File: src/rtl/bcd_gate_counter_if.sv
// Bundle between the gated BCD counter and the software-side PIOs.
// Latency: none, wires only.
// Backpressure: none; outputs are level-held results plus a done strobe.
interface bcd_gate_counter_if;
    logic       enable_i;
    logic [2:0] calibration_i;
    logic       sig_i;
    logic [3:0] unites_o;
    logic [3:0] dizaines_o;
    logic [3:0] centaines_o;
    logic [3:0] milliers_o;
    logic       overflow_o;
    logic       done_o;
    logic       busy_o;

    modport master (
        output enable_i, calibration_i, sig_i,
        input  unites_o, dizaines_o, centaines_o, milliers_o,
        input  overflow_o, done_o, busy_o
    );

    modport slave (
        input  enable_i, calibration_i, sig_i,
        output unites_o, dizaines_o, centaines_o, milliers_o,
        output overflow_o, done_o, busy_o
    );
endinterface

File: src/rtl/bcd_gate_counter.sv
// Counts sig_i rising edges over a BASE_TICKS*10^k gate and latches four BCD digits.
// Latency: results land on the edge ending LATCH (gate end + 1); done_o pulses with them.
// Backpressure: none; each completed gate overwrites the previous result.
module bcd_gate_counter #(
    parameter int unsigned BASE_TICKS = 50000
) (
    input  logic clk_clk,
    input  logic reset_reset_n,
    bcd_gate_counter_if.slave bus
);
    localparam int PW = $clog2(BASE_TICKS);
    localparam logic [PW-1:0] PRE_TC = PW'(BASE_TICKS - 1);

    typedef enum logic [1:0] {IDLE, GATE, LATCH} state_t;

    state_t      state_q, state_d;
    logic        gate_start;
    logic        gate_end;
    logic        sync1_q, sync2_q, hist_q;
    logic        sig_edge;
    logic [2:0]  calib_q;
    logic [PW-1:0] pre_q;
    logic [13:0] unit_q;
    logic [13:0] unit_tc;
    logic [15:0] cnt_q;
    logic        ovf_q;
    logic [15:0] res_q;
    logic        res_ovf_q;
    logic        done_q;

    // Digit-wise decimal increment; carry ripples through all four digits in one cycle.
    function automatic logic [15:0] bcd_inc(input logic [15:0] v);
        logic [15:0] r;
        logic        c;
        r = v;
        c = 1'b1;
        for (int i = 0; i < 4; i++) begin
            if (c) begin
                if (r[4*i +: 4] == 4'd9) begin
                    r[4*i +: 4] = 4'd0;
                end else begin
                    r[4*i +: 4] = r[4*i +: 4] + 4'd1;
                    c = 1'b0;
                end
            end
        end
        return r;
    endfunction

    always_ff @(posedge clk_clk or negedge reset_reset_n) begin
        if (!reset_reset_n) begin
            sync1_q <= 1'b0;
            sync2_q <= 1'b0;
            hist_q  <= 1'b0;
        end else begin
            sync1_q <= bus.sig_i;
            sync2_q <= sync1_q;
            hist_q  <= sync2_q;
        end
    end

    assign sig_edge = sync2_q & ~hist_q;

    // Codes above 4 clamp to the longest gate.
    always_comb begin
        unit_tc = 14'd9999;
        case (calib_q)
            3'd0:    unit_tc = 14'd0;
            3'd1:    unit_tc = 14'd9;
            3'd2:    unit_tc = 14'd99;
            3'd3:    unit_tc = 14'd999;
            default: unit_tc = 14'd9999;
        endcase
    end

    assign gate_end = (state_q == GATE) && (pre_q == PRE_TC) && (unit_q == unit_tc);

    always_ff @(posedge clk_clk or negedge reset_reset_n) begin
        if (!reset_reset_n) begin
            state_q <= IDLE;
        end else begin
            state_q <= state_d;
        end
    end

    always_comb begin
        state_d    = state_q;
        gate_start = 1'b0;
        unique case (state_q)
            IDLE: begin
                if (bus.enable_i) begin
                    state_d    = GATE;
                    gate_start = 1'b1;
                end
            end
            GATE: begin
                // Dropping enable abandons the gate without publishing anything.
                if (!bus.enable_i) begin
                    state_d = IDLE;
                end else if (gate_end) begin
                    state_d = LATCH;
                end
            end
            LATCH: begin
                if (bus.enable_i) begin
                    state_d    = GATE;
                    gate_start = 1'b1;
                end else begin
                    state_d = IDLE;
                end
            end
            default: state_d = IDLE;
        endcase
    end

    always_ff @(posedge clk_clk or negedge reset_reset_n) begin
        if (!reset_reset_n) begin
            calib_q <= 3'd0;
        end else if (gate_start) begin
            calib_q <= bus.calibration_i;
        end
    end

    always_ff @(posedge clk_clk or negedge reset_reset_n) begin
        if (!reset_reset_n) begin
            pre_q  <= '0;
            unit_q <= '0;
        end else if (state_q != GATE || gate_end) begin
            pre_q  <= '0;
            unit_q <= '0;
        end else if (pre_q == PRE_TC) begin
            pre_q  <= '0;
            unit_q <= unit_q + 14'd1;
        end else begin
            pre_q <= pre_q + PW'(1);
        end
    end

    // Edges outside GATE (including the LATCH dead cycle) are dropped.
    always_ff @(posedge clk_clk or negedge reset_reset_n) begin
        if (!reset_reset_n) begin
            cnt_q <= 16'h0000;
            ovf_q <= 1'b0;
        end else if (state_q != GATE) begin
            cnt_q <= 16'h0000;
            ovf_q <= 1'b0;
        end else if (sig_edge) begin
            if (cnt_q == 16'h9999) begin
                ovf_q <= 1'b1;
            end else begin
                cnt_q <= bcd_inc(cnt_q);
            end
        end
    end

    always_ff @(posedge clk_clk or negedge reset_reset_n) begin
        if (!reset_reset_n) begin
            res_q     <= 16'h0000;
            res_ovf_q <= 1'b0;
            done_q    <= 1'b0;
        end else begin
            done_q <= (state_q == LATCH);
            if (state_q == LATCH) begin
                res_q     <= cnt_q;
                res_ovf_q <= ovf_q;
            end
        end
    end

    assign bus.unites_o    = res_q[3:0];
    assign bus.dizaines_o  = res_q[7:4];
    assign bus.centaines_o = res_q[11:8];
    assign bus.milliers_o  = res_q[15:12];
    assign bus.overflow_o  = res_ovf_q;
    assign bus.done_o      = done_q;
    assign bus.busy_o      = (state_q != IDLE);
endmodule

File: src/flat_wrapper.sv
// flat-port wrapper written by rule: the top's interface ports become plain ports
module bcd_gate_counter_flat 
#(
    parameter int unsigned BASE_TICKS = 50000
)
  (clk_clk, reset_reset_n, bus_enable_i, bus_calibration_i, bus_sig_i, bus_unites_o, bus_dizaines_o, bus_centaines_o, bus_milliers_o, bus_overflow_o, bus_done_o, bus_busy_o);
  bcd_gate_counter_if bus_i ();
  input  logic clk_clk;
  input  logic reset_reset_n;
  input wire logic [$bits(bus_i.enable_i)-1:0] bus_enable_i;
  input wire logic [$bits(bus_i.calibration_i)-1:0] bus_calibration_i;
  input wire logic [$bits(bus_i.sig_i)-1:0] bus_sig_i;
  output wire logic [$bits(bus_i.unites_o)-1:0] bus_unites_o;
  output wire logic [$bits(bus_i.dizaines_o)-1:0] bus_dizaines_o;
  output wire logic [$bits(bus_i.centaines_o)-1:0] bus_centaines_o;
  output wire logic [$bits(bus_i.milliers_o)-1:0] bus_milliers_o;
  output wire logic [$bits(bus_i.overflow_o)-1:0] bus_overflow_o;
  output wire logic [$bits(bus_i.done_o)-1:0] bus_done_o;
  output wire logic [$bits(bus_i.busy_o)-1:0] bus_busy_o;
  assign bus_i.enable_i = bus_enable_i;
  assign bus_i.calibration_i = bus_calibration_i;
  assign bus_i.sig_i = bus_sig_i;
  assign bus_unites_o = bus_i.unites_o;
  assign bus_dizaines_o = bus_i.dizaines_o;
  assign bus_centaines_o = bus_i.centaines_o;
  assign bus_milliers_o = bus_i.milliers_o;
  assign bus_overflow_o = bus_i.overflow_o;
  assign bus_done_o = bus_i.done_o;
  assign bus_busy_o = bus_i.busy_o;
  bcd_gate_counter #(.BASE_TICKS(BASE_TICKS)) u_core (.clk_clk(clk_clk), .reset_reset_n(reset_reset_n), .bus(bus_i));
endmodule
File: config.mk
export PLATFORM = sky130hd
export DESIGN_NAME = bcd_gate_counter_flat
export DESIGN_NICKNAME = d
export VERILOG_FILES = /design/src/rtl/bcd_gate_counter_if.sv /design/src/rtl/bcd_gate_counter.sv /design/src/flat_wrapper.sv
export SDC_FILE = /design/constraint.sdc
export NUM_CORES = 1
export LEC_CHECK = 0
export BUFFER_PORTS_ARGS = -buffer_cell sky130_fd_sc_hd__buf_2
export CAP_MARGIN = 5
export CORE_UTILIZATION = 54
export CTS_CLUSTER_SIZE = 14
export DETAILED_ROUTE_END_ITERATION = 12
export PLACE_DENSITY_LB_ADDON = 0.3
export SYNTH_ARGS = -nofsm -noshare
export SYNTH_HDL_FRONTEND = slang
export SYNTH_SLANG_ARGS = --single-unit
File: constraint.sdc
create_clock -name clk_clk -period 1.77 [get_ports clk_clk]
set_clock_uncertainty 0.05 [all_clocks]
set_input_delay 0.177 -clock clk_clk [delete_from_list [all_inputs] [get_ports clk_clk]]
set_output_delay 0.177 -clock clk_clk [all_outputs]
set_load 0.1 [all_outputs]
== Word-level counts from Yosys, hierarchy flattened ==
Cells that the tools add are included.
Word-level totals
  logic and storage cells: 97
  bits in registers: 73
  output and inout bits: 19
  input bits: 7
Cells by class
  multiplexer cells: 39
  equality and inequality tests: 16
  add/subtract/negate cells: 6
  reduce and logical (&&, ||, !) cells: 19
  bitwise gates (word level): 2
Operator list (count)
  16-bit 2-to-1 mux: 5
  14-bit case mux with 4 select lines: 1
  16-bit equality test (second input constant): 2
  14-bit 2-to-1 mux: 2
  4-bit 2-to-1 mux: 7
  1-bit 2-to-1 mux: 20
  16-bit by 1-bit adder with 16-bit output (second input constant): 1
  4-bit by 1-bit adder with 4-bit output (second input constant): 4
  4-bit equality test (second input constant): 4
  14-bit by 1-bit adder with 14-bit output (second input constant): 1
  14-bit equality test: 1
  2-bit nonzero test: 7
  3-bit AND reduction: 3
  3-bit by 2-bit equality test with 1-bit output (second input constant): 2
  2-bit 2-to-1 mux: 3
  2-bit case mux with 3 select lines: 1
  2-bit AND reduction: 3
  2-bit by 1-bit != test with 1-bit output (second input constant): 2
  3-bit by 1-bit equality test with 1-bit output (second input constant): 1
  3-bit logical NOT: 1
  3-bit by 2-bit != test with 1-bit output (second input constant): 1
  2-bit by 1-bit equality test with 1-bit output (second input constant): 1
  2-bit equality test (second input constant): 1
  1-bit logical AND: 2
  6 further kinds: 6

== Logic depth before layout (Yosys ltp) ==
Gate-level depths: netlist of run 1.
  depth in word-level cells: 17
  depth in mapped cells: 8
  gate-level depth less buffers: 8

== Worst setup path after synthesis of run 1 ==
No wires, ideal clock.
  path type: register -> register
  start point: register u_core.cnt_q[1]
  end point: register u_core.cnt_q[11]
  period minus slack after synthesis: 1.934 ns
  buffers on the path: 0
  data required time: 1.649 ns
  cell stages (with the launch flop): 9
  slack: -0.164 ns
  arrival time: 1.812 ns
  library setup time: 0.071 ns
  cells stage by stage: dfrtp_1 -> inv_1 -> ha_1 -> nand3b_1 -> or3b_4 -> or4_1 -> nand2_1 -> a22oi_1 -> nor2_1
Between the ends
  longest elaborated chain between the ends: 11
  elaborated cells on any way between the ends: 13
  those cells by class: 3 x eq/ne; 8 x mux; 2 x reduce/logical
Ends and longest elaborated chain
  from (decl): line bcd_gate_counter.sv:25  | logic [15:0] cnt_q;
  from (signal assigned): line bcd_gate_counter.sv:151  | cnt_q <= bcd_inc(cnt_q);
  4-bit equality test: line bcd_gate_counter.sv:39  | if (r[4*i +: 4] == 4'd9) begin
  1-bit 2-to-1 mux: line bcd_gate_counter.sv:39
  1-bit 2-to-1 mux: line bcd_gate_counter.sv:148  | if (cnt_q == 16'h9999) begin
  1-bit 2-to-1 mux: line bcd_gate_counter.sv:147  | end else if (sig_edge) begin
  1-bit 2-to-1 mux: line bcd_gate_counter.sv:144  | end else if (state_q != GATE) begin
  1-bit 2-to-1 mux: line bcd_gate_counter.sv:38  | if (c) begin
  1-bit 2-to-1 mux: line bcd_gate_counter.sv:148
  1-bit 2-to-1 mux: line bcd_gate_counter.sv:147
  1-bit 2-to-1 mux: line bcd_gate_counter.sv:144
  2-bit nonzero test (no line)
  3-bit AND reduction (no line) *
Mark *: on every way between the ends. The rest lies on a longest branch, timed or not. The select of a mux whose other input is x is not followed.
A chain may end at the register's enable or synchronous reset.

== Final worst setup path of run 1 ==
  start point: register u_core.state_q[1]
  end point: register u_core.unit_q[9]
Between the ends
  longest elaborated chain between the ends: 5
  elaborated cells on any way between the ends: 7
  those cells by class: 2 x eq/ne; 1 x mux; 4 x reduce/logical
Ends and longest elaborated chain
  from (decl): line bcd_gate_counter.sv:16  | state_t state_q, state_d;
  from (signal assigned): line bcd_gate_counter.sv:82  | state_q <= state_d;
  2-bit by 1-bit equality test with 1-bit output: line bcd_gate_counter.sv:76  | assign gate_end = (state_q == GATE) && (pre_q == PRE_TC) && (unit_q == unit_tc);
  1-bit logical AND (2 in a row): line bcd_gate_counter.sv:76
  1-bit logical OR *: line bcd_gate_counter.sv:128  | end else if (state_q != GATE || gate_end) begin
  14-bit 2-to-1 mux or 2-bit nonzero test (tied branches)
  to (signal assigned): line bcd_gate_counter.sv:133  | unit_q <= unit_q + 14'd1;
  to (decl): line bcd_gate_counter.sv:23  | logic [13:0] unit_q;
Mark *: on every way between the ends. The rest lies on a longest branch, timed or not.

==> results of run 1 <==
[per-layer routing]
metal	GRT usage, %	vias to the layer above	wire, um
li1	-	1457	-
met1	29.61	1498	3576
met2	37.03	107	4233
met3	6.064	26	412
met4	10.19	0	218
met5	0	-	0
[area by class of cell]
type | count | area, um^2 | area share [%]
clock buffer | 10 | 127.6 | 2.595
clock inverter | 6 | 42.54 | 0.8651
inverter | 10 | 37.54 | 0.7634
tap | 77 | 96.34 | 1.959
timing repair buffer | 107 | 860.8 | 17.51
sequential | 73 | 1831 | 37.23
multi-input combinational | 257 | 1922 | 39.08
[what timing repair did]
action | in CTS | in global routing
buffers inserted | 3 | 12
gates cloned | 1 | 1
endpoints found under the setup margin | 25 | 34
hold buffers | 5 | 0
pin swaps | 7 | 31
hold endpoints to repair | 77 | 0
gates resized for setup | 27 | 43
[synth_stat cells (all sizes together), types with 3 or more instances]
cell type	count
nor4b	3
nand3b	5
xor2	13
xnor2	10
buf	9
or4	4
o21ai	19
nand3	15
nor3	11
a22oi	3
clkbuf	5
and4	3
nor2b	4
a211o	3
nand2b	3
a21oi	13
dfrtp	73
ha	10
nand2	39
and3	7
inv	10
nor4	3
mux2	16
nand4	9
nor2	40
a31oi	3
[flip-flops by register name, summed over array words and instances, names as in the netlist]
signal and count:
u_core.bus.done_o 1, u_core.bus.overflow_o 1, u_core.calib_q 3, u_core.cnt_q 16, u_core.hist_q 1, u_core.ovf_q 1, u_core.pre_q 16, u_core.res_q 16
u_core.state_q 2, u_core.sync1_q 1, u_core.sync2_q 1, u_core.unit_q 14
[cells by family after synthesis]
group	after synthesis	share of synthesized area, %
AOI/OAI and AO/OA	51	9.162
xor gates and xnor gates	23	5.629
adders and majority gates	10	3.497
buffers and inverters	24	3.042
DFF	73	51.05
muxes	18	5.594
and+or+nand+nor	155	22.03
[layout by cell type (no fill, tap or decap), drive strengths merged, types with 4 or more instances in the layout]
master       Yosys  routed
nor2            40      40
buf              9     101
or4              4       4
nand3b           5       5
nor3            11      11
nand3           15      15
dlygate4sd3      0       5
nand4            9       9
and3             7       7
ha              10      10
xor2            13      13
xnor2           10      10
a21oi           13      13
inv             10      11
clkbuf           5      11
nor2b            4       4
dfrtp           73      73
nand2           39      39
o21ai           19      19
mux2            16      16
[per-stage QoR]
| stage | power (W) | TNS (ps) | area [um^2] | instances | utilization (%) |
|---|---|---|---|---|---|
| 2_1_floorplan | 0.002064 | -420.5 | 3622 | 354 | - |
| 3_3_place_gp | 0.002254 | -949.7 | 4268 | 505 | 66.83 |
| 3_5_place_dp | 0.002276 | -1909 | 4268 | 505 | 66.83 |
| 4_1_cts | 0.003454 | -1813 | 4604 | 529 | 72.10 |
| 5_1_grt | 0.003634 | -6885 | 4917 | 540 | 77.00 |
| 6_report | 0.003478 | -4278 | 4917 | 540 | 77.00 |
[worst register-to-register path, delay by kind of cell, from the launching register on]
kind	cells	cell delay (ps)
AOI/OAI and AO/OA	4	690
buffers and inverters	1	220
and+or+nand+nor	2	560
DFF	1	390
[path summary, 6_finish.rpt]
path	end	depth (start not counted)	slack, ps
max	u_core.unit_q[9]	7	-270
min	u_core.state_q[0]	3	50
max reg2reg	u_core.unit_q[9]	7	-270
min reg2reg	u_core.sync2_q	0	300
max in group asynchronous	u_core.unit_q[2]	3	1020
min in group asynchronous	u_core.cnt_q[9]	3	340
[power by group]
group / total [W] / switching [W] / internal [W]
clock: 0.00116 / 0.000644 / 0.000511
combinational: 0.000524 / 0.000263 / 0.000261
sequential: 0.00180 / 0.0000616 / 0.00174
==> results.cfg, run 1 <==
[pwr]
ir_drop_mv = 0.5423
power.leakage_nw = 2.279
power_density_mw_per_mm2 = 707.4

[floorplanning]
die_height_um = 83.41
initial_core_util_pct = 56.03
floorplan.rows = 29
io_pins = 26
dieArea_mm2 = 0.006956
die_w_um = 83.41
core_area_mm2 = 0.006386

[grt]
grt_start_max_net_pins = 74
overflow = 0
grt_usage_pct = 23.13
grt_pass1_vias = 2906
grt_pass1_wl_um = 12720
antenna_found_initial = 0

[layout]
num-fill-cells = 413
antenna_cells = 0
syn2layout_area_growth_pct = 37.41
drive_above_1_share_pct = 40.17
nNetsFinal = 475

[placed_design]
port_buffers = 25
routabilityCongestion = 0.8242
pre_cts_ws_ps = -140.4
hpwl_um = 5059

[critical_path]
cp_slowest_stage_delay_ps = 420
cp-start-kind = register
worst_ep_arrival_time_ps = 2210
crit_buf_inv = 1
rr_startpoint = u_core.state_q[1]
critPathCaptureType = register
cp_max_fo = 5
critPathTopFamily = compound AO/OA/AOI/OAI gates
cp_data_required_time_ps = 1950
critical_path.cell_chain = nand2b_4 > or4_4 > a221oi_2 > o211ai_1 > buf_4 > a31oi_1 > a21oi_1
worstSetupPathType = register to register
critPathSlowestCell = or4_4
startpoint = u_core.state_q[1]

[routing]
vias_per_cell = 5.719
drt_first_pass_iters = 4
num_vias = 3088
drc = 0
ant_nets = 0
post_drt_wl_per_cell_um = 15.63
wl_um = 8441
first_iter_violations = 200

[timing]
rsz0062_at_grt = yes
slew_headroom_pct = 67.59
fin_crit_sh_pct = 115.0
min_period_ps = 2035
holdWs_ps = 54.23
maxSlewViolCount = 0
fin_ws_ps = -265.5
hold_violations = 0
setup_viol = 27
clock.fmax_mhz = 491.3
tightestPinTransition_ps = 489.5

[logic_synthesis]
synthTopCellsByArea = dfrtp_1, mux2_2, nand2_1
synthFlopType = dfrtp_1
synth_nets = 371
synth_top_area_cell = dfrtp_1
synth_area_mm2 = 0.003578
yosysUniqueCellTypes = 52
synth_edf_count = 0
synth_seq_area_share_pct = 51.05
postSynthAreaPerCell_um2 = 10.11
syn_inst = 354
yosysTopAreaCellShare_pct = 51.05
yosysWarnings = 0
synth-seq-cells = 73
async_flop_share_pct = 100.0

[outcome]
violations = negative setup slack
outcome = complete, but fails checks

[hold_path]
min_from = bus_enable_i
min_path_type = primary input to register

[clocking]
cts-root-buf = clkbuf_8
clock_latency_ps = 350
clk_pin_slew_ps = 80
cts_buffers = 9
h-tree-depth = 3
cts_tree = done
cts_num_sinks = 73
cts_buffer_depth = 2

[flow_run]
maxCapViolCount = 0
(Power assumes the default switching activity.)
==> inputs of run 2 (changes only) <==
- GPL_TIMING_DRIVEN: unset -> 0
==> results.cfg, run 2 (synthesis gave the netlist of run 1 again) <==
[routing]
drt_first_pass_iters = 5
wl_um = 8657
vias_per_cell = 5.770
num_vias = 2966
ant_nets = 0
first_iter_violations = 190
drc = 0
post_drt_wl_per_cell_um = 16.84

[pwr]
power.leakage_nw = 2.148
power_density_mw_per_mm2 = 796.8
combinationalPowerShare_pct = 12.4
ir_drop_mv = 0.8359
swShare_pct = 25.58
p_sw_w = 0.0009605
p_clk_share_pct = 39.1
sequentialPowerShare_pct = 48.5
intPower_w = 0.002795

[flow_run]
maxCapViolCount = 0

[floorplanning]
floorplan.rows = 29
io_pins = 26
initial_core_util_pct = 56.03
core_area_mm2 = 0.006386
dieArea_mm2 = 0.006956
die_w_um = 83.41
die_height_um = 83.41

[critical_path]
cp-start-kind = register
worstSetupPathType = register to register
cp_data_required_time_ps = 2010
reg2reg_setup_slack_ps = -270
worst_ep_arrival_time_ps = 2290
cp_max_fo = 4
critPathCaptureType = register
r2r_cells = 8
rr_startpoint = u_core.cnt_q[1]
startpoint = u_core.cnt_q[1]

[timing]
holdWs_ps = 44.97
clock.fmax_mhz = 489.4
fin_ws_ps = -273.4
maxSlewViolCount = 0
rsz0062_at_grt = yes
min_period_ps = 2043
tightestPinTransition_ps = 887.8
fin_crit_sh_pct = 115.4
setup_viol = 30
slew_headroom_pct = 40.81
hold_violations = 0

[layout]
reg_top3 = u_core.cnt_q (16), u_core.pre_q (16), u_core.res_q (16)
syn2layout_area_growth_pct = 31.71
drive_above_1_share_pct = 37.53
antenna_cells = 0
instances_no_fill = 514
mostFrequentLayoutCells = dfrtp_1, buf_4, nand2_1
nNetsFinal = 449
layout_commonest_cell = dfrtp_1

[clocking]
cts_buffer_depth = 2
cts_tree = done
cts_buffers = 9
cts-root-buf = clkbuf_8
clock_latency_ps = 360
cts_num_sinks = 73
clk_pin_slew_ps = 80
h-tree-depth = 3

[placed_design]
dp.cells = 456
routabilityCongestion = 0.7951
hpwl_um = 4637
port_buffers = 25

[grt]
grt_usage_pct = 23.17
grt_pass1_wl_um = 12680
grt_pass1_vias = 2640
antenna_found_initial = 0
grt_start_max_net_pins = 74
overflow = 0

[hold_path]
hold_depth = 3
min_path_type = primary input to register
min_from = bus_enable_i

[outcome]
violations = negative setup slack
outcome = complete, but fails checks
## run 2: changes by cell type in the layout (fill, tap and decap cells not counted), moves of 3 or more
| cell | change |
|---|---|
| nand2_1 | -3 |
| buf_4 | -28 |
| o21ai_1 | +4 |
| dfrtp_1 | -3 |
| dfrtp_2 | +3 |
| o21ai_0 | -4 |
## run 2: power groups by stage
stage / Combinational, W / Clock, W / Sequential, W
2_1_floorplan: 0.000236 / 0 / 0.00183
3_3_place_gp: 0.000315 / 0 / 0.00184
3_5_place_dp: 0.000330 / 0 / 0.00185
4_1_cts: 0.000382 / 0.00149 / 0.00182
5_1_grt: 0.000509 / 0.00156 / 0.00183
6_report: 0.000467 / 0.00147 / 0.00182
## run 2: repair_timing
| action | in CTS | in global routing |
|---|---|---|
| hold buffers | 5 | 0 |
| endpoints found under the setup margin | 55 | 40 |
| buffers inserted | 22 | 19 |
| pin swaps | 16 | 25 |
| resized for setup | 40 | 49 |
| endpoints found under the hold margin | 77 | 0 |
| cloned | 1 | 0 |
## run 2: cell type report
| type | instances | area, um^2 |
|---|---|---|
| multi-input combinational | 257 | 1921 |
| buffer | 12 | 98.84 |
| sequential | 73 | 1834 |
| inverter | 10 | 37.54 |
| clock buffer | 11 | 141.4 |
| clock inverter | 5 | 78.83 |
| tap | 77 | 96.34 |
| timing repair buffer | 69 | 505.5 |
| fill | 417 | 1673 |
## run 2: worst max-delay path: stages, from the launching register on
cell      delay (ps)
dfrtp_1          400
inv_2             80
ha_4             130
nand3b_1         120
or3b_4           470
or4_1            450
nand2_1          100
a22oi_1           80
nor2_1           110
## run 2: path summary, 6_finish.rpt
path / to
min in group asynchronous: u_core.pre_q[12]
worst min register to register: u_core.sync2_q
worst max register to register: u_core.cnt_q[11]
worst min-delay path: u_core.state_q[0]
max in group asynchronous: u_core.state_q[0]
worst max-delay path: u_core.cnt_q[11]
## run 2: routing by layer
layer	wire, um	share of wire (%)	vias to the layer above	GRT usage, %
li1	-	-	1400	-
met1	3775	44	1460	31.53
met2	4338	50	88	36.29
met3	380	4.4	18	6.362
met4	163	1.9	0	7.053
met5	0	0	-	0
## run 2: per-stage QoR
stage               TNS (ps)  setup slack, ps  cell area, um^2  total power, W  utilization, %
CTS                    -2245           -150.5             4395        0.003688           68.83
detailed placement     -7891           -287.9             3846        0.002181           60.23
global route           -5663           -350.3             4713        0.003898           73.80
floorplan             -420.5           -94.67             3622        0.002064               -
finish                 -3266           -273.4             4713        0.003755           73.80
global placement       -6249           -268.9             3844        0.002159           60.19
